## config.mk

```make
export PLATFORM = sky130hd
export DESIGN_NAME = fpu_addsub_arbiter
export DESIGN_NICKNAME = d
export VERILOG_FILES = /design/src/rtl/fpu_addsub_arbiter.sv
export SDC_FILE = /design/constraint.sdc
export NUM_CORES = 1
export LEC_CHECK = 0
export CAP_MARGIN = 10
export CORE_AREA = 3 3 154 156
export CTS_CLUSTER_DIAMETER = 40
export CTS_CLUSTER_SIZE = 30
export DETAILED_ROUTE_END_ITERATION = 6
export DIE_AREA = 0 0 157 159
export GPL_ROUTABILITY_DRIVEN = 0
export PLACE_DENSITY = 0.64
export SYNTH_ARGS = -nofsm -noshare
export SYNTH_HDL_FRONTEND = slang
export SYNTH_SLANG_ARGS = --single-unit
```

## constraint.sdc

```tcl
create_clock -name clk -period 3.92 [get_ports clk]
set_input_delay 0.392 -clock clk [delete_from_list [all_inputs] [get_ports clk]]
set_output_delay 0.392 -clock clk [all_outputs]
set_load 0.02 [all_outputs]
```

## src/rtl/fpu_addsub_arbiter.sv

```systemverilog
// Round-robin arbiter sharing one fixed-latency pipelined FP add unit among NREQ requesters.
// Optional FPU_ARB_SUB_EN: honour req_sub by flipping the sign of operand 2 at issue.
`timescale 1ns/1ps
module fpu_addsub_arbiter #(
  parameter int NREQ    = 4,
  parameter int LATENCY = 4
) (
  input  logic                clk,
  input  logic                rstn,
  input  logic                stall,
  input  logic [NREQ-1:0]     req_valid,
  input  logic [NREQ*32-1:0]  req_x1,
  input  logic [NREQ*32-1:0]  req_x2,
  input  logic [NREQ-1:0]     req_sub,
  output logic [NREQ-1:0]     req_ready,
  output logic [NREQ-1:0]     rsp_valid,
  output logic [31:0]         rsp_y,
  output logic                fpu_en,
  output logic [31:0]         fpu_x1,
  output logic [31:0]         fpu_x2,
  input  logic [31:0]         fpu_y,
  output logic                busy
);
  localparam int IW = (NREQ > 1) ? $clog2(NREQ) : 1;

  logic [IW-1:0]    ptr_reg;
  logic [IW-1:0]    ptr_next;
  logic [IW-1:0]    grant_id;
  logic             grant_any;
  logic             transfer;
  logic [31:0]      x1_sel;
  logic [31:0]      x2_sel;
  logic [31:0]      x2_eff;
  logic [31:0]      x1_reg;
  logic [31:0]      x2_reg;
  logic [NREQ-1:0]  rsp_valid_reg;
  logic [31:0]      rsp_y_reg;

  // Stage 0 is the issue register (aligned with fpu_en); stages 1..LATENCY track the unit.
  logic [LATENCY:0] tag_valid_reg;
  logic [IW-1:0]    tag_id_reg [LATENCY+1];

  always_comb begin
    int idx;
    grant_any = 1'b0;
    grant_id  = ptr_reg;
    for (int k = 0; k < NREQ; k++) begin
      idx = int'(ptr_reg) + k;
      if (idx >= NREQ) idx = idx - NREQ;
      if (!grant_any && req_valid[idx]) begin
        grant_any = 1'b1;
        grant_id  = IW'(idx);
      end
    end
  end

  always_comb begin
    req_ready = '0;
    if (rstn && !stall && grant_any) req_ready[grant_id] = 1'b1;
  end

  assign transfer = |req_ready;
  assign ptr_next = (grant_id == IW'(NREQ - 1)) ? '0 : grant_id + 1'b1;
  assign x1_sel   = req_x1[int'(grant_id)*32 +: 32];
  assign x2_sel   = req_x2[int'(grant_id)*32 +: 32];

`ifdef FPU_ARB_SUB_EN
  assign x2_eff = req_sub[grant_id] ? {~x2_sel[31], x2_sel[30:0]} : x2_sel;
`else
  logic unused_sub;
  assign unused_sub = ^req_sub;
  assign x2_eff     = x2_sel;
`endif

  always_ff @(posedge clk or negedge rstn) begin
    if (!rstn) begin
      ptr_reg          <= '0;
      x1_reg           <= '0;
      x2_reg           <= '0;
      tag_valid_reg[0] <= 1'b0;
      tag_id_reg[0]    <= '0;
    end else begin
      tag_valid_reg[0] <= transfer;
      tag_id_reg[0]    <= grant_id;
      if (transfer) begin
        ptr_reg <= ptr_next;
        x1_reg  <= x1_sel;
        x2_reg  <= x2_eff;
      end
    end
  end

  generate
    for (genvar gi = 1; gi <= LATENCY; gi++) begin : g_tag
      always_ff @(posedge clk or negedge rstn) begin
        if (!rstn) begin
          tag_valid_reg[gi] <= 1'b0;
          tag_id_reg[gi]    <= '0;
        end else begin
          tag_valid_reg[gi] <= tag_valid_reg[gi-1];
          tag_id_reg[gi]    <= tag_id_reg[gi-1];
        end
      end
    end
  endgenerate

  always_ff @(posedge clk or negedge rstn) begin
    if (!rstn) begin
      rsp_valid_reg <= '0;
      rsp_y_reg     <= '0;
    end else begin
      rsp_valid_reg <= '0;
      if (tag_valid_reg[LATENCY]) begin
        rsp_valid_reg[tag_id_reg[LATENCY]] <= 1'b1;
        rsp_y_reg                          <= fpu_y;
      end
    end
  end

  assign fpu_en    = tag_valid_reg[0];
  assign fpu_x1    = x1_reg;
  assign fpu_x2    = x2_reg;
  assign rsp_valid = rsp_valid_reg;
  assign rsp_y     = rsp_y_reg;
  assign busy      = (|tag_valid_reg) | (|rsp_valid_reg);

endmodule

```

# After elaboration in Yosys (flattened, before gate mapping)
# Index checks and enable logic that the tools add are counted.
# totals
regBits	117
output_inout_bits	106
wordCells	84
# op_classes
n_addsub	8
mux	31
magnitude_cmp	12
bitwise_logic	1
n_reduce_logical	14
n_eq_ne	1
shifts	2
# ops
cell	count
variable part select 128 x 8 -> 32 bit	2
less-than comparator 32 x 4 -> 1 bit (second input constant)	4
2-to-1 mux 32 bit	4
2-to-1 mux 1 bit	14
subtractor 3 x 3 -> 4 bit (second input constant)	3
2-to-1 mux 2 bit	5
>= comparator 3 bit (second input constant)	3
binary-select mux 1 bit (select 2 bit)	4
2-to-1 mux 4 bit	2
OR reduction 4 bit	2
logical AND 1 bit	7
adder 2 x 2 -> 3 bit (second input constant)	2
less-than comparator 2 x 3 -> 1 bit (second input constant)	2
OR reduction 5 bit	1
demux 1 bit (select 2 bit)	2
>= comparator 2 x 1 -> 1 bit (second input constant)	2
zero test 1 bit	4
subtractor 2 x 3 -> 4 bit (second input constant)	1
adder 2 x 1 -> 3 bit (second input constant)	1
>= comparator 2 x 3 -> 1 bit (second input constant)	1
adder 2 x 1 -> 2 bit (second input constant)	1
equality test 2 bit (second input constant)	1
bitwise OR 1 bit	1

# Longest topological paths before layout
# logic_depth
ltp_word	21
mapped_depth	12
depth_no_buf	8

# Worst setup path after synthesis
# OpenSTA, ideal clock, no wires.
# synth_timing
kind	input -> register
start	in req_valid[2]
end	reg ptr_reg[1]
path_buffers	3
slack_ns	1.214
path_stages	9
t_arrival_ns	2.579
cell_sequence	and2b_4 > a2111oi_4 > nor2_2 > buf_6 > buf_6 > ha_1 > o41ai_4 > buf_2 > mux2_1
# synth_between
elab_chain_cells	19
# synth_rtl
element	line_no	source
start: declaration	11	input logic [NREQ-1:0] req_valid,
binary-select mux 1 bit (select 2 bit)	50	if (!grant_any && req_valid[idx]) begin
2-to-1 mux 1 bit (not written as such) (2 in a row)	50	
2-to-1 mux 1 bit	50	
zero test 1 bit	50	
logical AND 1 bit	50	
2-to-1 mux 1 bit	50	
zero test 1 bit	50	
logical AND 1 bit	50	
[... 2 more ...]	-	
logical AND 1 bit	50	
2-to-1 mux 2 bit	50	
less-than comparator 2 x 3 -> 1 bit (not written as such) / >= comparator 2 x 1 -> 1 bit (equally long branches)	59	if (rstn && !stall && grant_any) req_ready[grant_id] = 1'b1;
logical AND 1 bit (not written as such)	59	
2-to-1 mux 1 bit (not written as such)	59	
demux 1 bit (select 2 bit)	59	
2-to-1 mux 4 bit	59	
OR reduction 4 bit	62	assign transfer = |req_ready;
end signal: assignment	86	ptr_reg <= ptr_next;
end: declaration	26	logic [IW-1:0] ptr_reg;
# Several ways; a longest one is shown, not always the timed one. The select of a mux whose other input is x is not followed.
# A chain may end at the register's enable or synchronous reset.

# Worst setup path in the final report
# layout_timing
start	in req_valid[2]
end	out req_ready[3]
# layout_between
elab_chain_cells	18
# layout_rtl
element	line_no	source
binary-select mux 1 bit (select 2 bit)	50	
2-to-1 mux 1 bit (not written as such) (2 in a row)	50	
2-to-1 mux 1 bit	50	
zero test 1 bit	50	
logical AND 1 bit	50	
2-to-1 mux 1 bit	50	
zero test 1 bit	50	
logical AND 1 bit	50	
2-to-1 mux 1 bit	50	
zero test 1 bit	50	
logical AND 1 bit	50	
2-to-1 mux 2 bit	50	
less-than comparator 2 x 3 -> 1 bit (not written as such) / >= comparator 2 x 1 -> 1 bit (equally long branches)	59	
logical AND 1 bit (not written as such)	59	
2-to-1 mux 1 bit (not written as such)	59	
demux 1 bit (select 2 bit)	59	
2-to-1 mux 4 bit (*)	59	
end: declaration	15	output logic [NREQ-1:0] req_ready,
# Mark *: on every way between the ends. The rest lies on a longest branch, timed or not. The select of a mux whose other input is x is not followed.

==> flow_summary.toml <==
[power_and_ir_drop]
p_clk_share_pct = 21.1
p_sw_share_pct = 39.7
p_leak_nw = 4.52
power_frac_comb_pct = 53.2
power_density_nw_per_um2 = 706
max-vdd-ir-drop_mv = 0.385
netSwitchingPower_w = 0.00306
pwr-share-seq_pct = 25.7
internal_power_w = 0.00466

[cells_and_area]
instances_no_fill = 1366
syn_to_final_growth_pct = 78.0
final_util_pct = 48.6
final_common_cell = "clkdlybuf4s50_1"
fillers = 2152
drive_above_1_share_pct = 7.59
fin_nets = 1368
diodes = 0
layout_common_cells = "399 x clkdlybuf4s50_1, 260 x nand2_1, 117 x dfrtp_1"

[worst_hold_path]
hold_class = "input pin to asynchronous set/reset pin"

[sta]
tns_ns = 0
min_period_ns = 3.19
finClkSkew_ns = 0.0123
slew_headroom_pct = 31.0
fmax_ghz = 0.314
fin_ws_ns = 0.731
setup_violations = 0
drv_slew = 0
rsz0062_at_grt = "false"
tightest_slew_ns = 1.03
post-route-period-util_pct = 81.3
hold_violations = 0

[logic_synthesis]
synth_area_leaders = "dfrtp_1 48%, nand2_1 16%, a32o_1 10%"
syn_inst = 698
muxShareOfSynthArea_pct = 6.05
ys_warn_count = 0
synth_top_family_by_area = "compound AO/OA/AOI/OAI gates"
syn_area_per_cell_um2 = 8.80
synth-xor-area-share_pct = 0
synth_largest_area_cell = "dfrtp_1"
ys_seq_area_share_pct = 47.7
synth_compound_area_share_pct = 22.3
synth-seq-cells = 117
yosys.area.top_type_share_pct = 47.7
synth.net_count = 998
synthAdderAreaFrac_pct = 0.204
ys_types = 31
synthesis.area_um2 = 6140
synthSimpleGateAreaFrac_pct = 18.3

[cts]
h-tree-depth = 4
root_buffer = "clkbuf_16"
ctsResizeCount = 0
cts_buffers = 17
cts_buffer_depth = 2
postCtsHoldBufs = 0
cts_tree = "done"
cts.clk_slew.worst_paths_ns = 0.06
cts_setup_buffers = 0
cts_num_sinks = 117
clk_latency_ns = 0.41

[route]
wl_um = 23200
num_vias = 6430
drc = 0
first_pass_iters = 4
post_drt_via_cell_ratio = 4.71
ant_nets = 0
wl_per_cell_um = 17.0
drt_iter0_drc = 324

[placement]
port_buffers = 400
hpwl_um = 17400
dpl.cell_count = 1334
dp_slack_ns = 0.666

[floorplan]
initial_core_util_pct = 27.3
design.core.area_um2 = 22500
ios = 405
die_x_um = 157
die_h_um = 159
num_rows = 55
die-area_um2 = 25000

[critical_path]
arrival_ns = 2.80
crit_chain = "clkdlybuf4s50_1 > and2b_4 > a2111oi_4 > nor2_4 > ha_1 > and2_1 > clkdlybuf4s50_1"
start_kind = "input pin"
crit_type = "input pin to output port"
max_stage_delay_ns = 0.55
slowest_stage = "clkdlybuf4s50_1"
crit_path_end_kind = "output port"
critPathTopFamily = "buffers and inverters"
critPathBufInv = 2
cp.required_ns = 3.53
worstPathMaxFanout = 5
path_common_cell = "clkdlybuf4s50_1"

[global_route]
grt_use_total_pct = 17.9
grt_pass1_vias = 6292
antenna_found_initial = 0
grt_pass1_wl_um = 35100
grt_max_degree = 130
overflow = 0

[status]
outcome = "finished, final reports clean"

[job]
maxCapViolCount = 0
==> synth_stat cells <==
master	count
nand2b_1	2
a2111oi_4	1
nor4_1	2
and3_1	1
o41ai_4	1
nand2_1	260
buf_2	35
a21oi_1	65
a211o_1	1
inv_1	3
mux2_1	1
nor2b_1	1
nor3b_2	1
dfrtp_1	117
o21ai_1	66
and2_1	1
nand3_1	1
a21o_1	1
and3b_1	1
nor2_2	1
clkbuf_1	18
ha_1	1
nor2_1	7
inv_2	1
and2b_4	1
buf_6	7
nor3_1	2
a32o_1	64
mux2_2	32
nand3_2	1
nor3b_1	2
==> per-layer routing <==
layer	vias up	global-route usage (%)	part of all wire, %
met1	2945	20.8	40
met4	0	4.78	1.4
li1	3185	-	-
met2	277	31.3	49
met5	-	0	0
met3	23	6.12	9.0
==> logic make-up after synthesis <==
family,Yosys count
muxes,33
AOI/OAI and AO/OA,199
DFF,117
and+or+nand+nor,284
buffers and inverters,64
adders and majority gates,1
==> power groups by stage <==
| stage | logic, W | registers, W | clock network, W |
|---|---|---|---|
| after floorplan | 0.00188 | 0.00256 | 0 |
| after detailed placement | 0.00417 | 0.00201 | 0 |
| final | 0.00411 | 0.00198 | 0.00163 |
| after global placement | 0.00415 | 0.00198 | 0 |
| after global routing | 0.00446 | 0.00205 | 0.00175 |
| after CTS | 0.00418 | 0.00199 | 0.00168 |
==> worst reg2reg max path, stage by stage, from the launching register on <==
cell,delay (ns)
dfrtp_1,0.39
and2b_4,0.22
a2111oi_4,0.53
nor2_4,0.11
ha_1,0.28
o41ai_4,0.54
buf_12,0.33
o21ai_1,0.16
==> worst paths after layout <==
check | from | end | slack [ns] | cells after the start
min in group clk | tag_id_reg[5] | tag_id_reg[3] | 0.34 | 0
worst min register to register | tag_id_reg[5] | tag_id_reg[3] | 0.34 | 0
worst min-delay path | rstn | fpu_x1[3] | 0.25 | 2
worst max-delay path | req_valid[2] | req_ready[3] | 0.73 | 7
worst max register to register | ptr_reg[0] | fpu_x2[3] | 1.24 | 7
max in group asynchronous | rstn | tag_id_reg[7] | 2.50 | 3
==> area by class of cell <==
type / count / area [um^2] / share of cell area (%)
clock buffers: 19 / 443 / 4.05
clock inverters: 13 / 171 / 1.57
repair buffers: 411 / 4130 / 37.7
multi-input cells: 517 / 2890 / 26.4
well taps: 285 / 357 / 3.26
inverters: 4 / 17.5 / 0.160
flip-flops and latches: 117 / 2930 / 26.8
==> through the flow <==
step                      instance area [um^2]  hold WS (ns)  total power, W
after detailed placement                 10300         0.336         0.00617
after global placement                   10300         0.332         0.00613
after floorplan                           6140        0.0964         0.00444
final                                    10900         0.255         0.00772
after CTS                                10900         0.283         0.00785
after global routing                     10900         0.340         0.00826
Note: power is estimated with default switching activity, not from simulation.
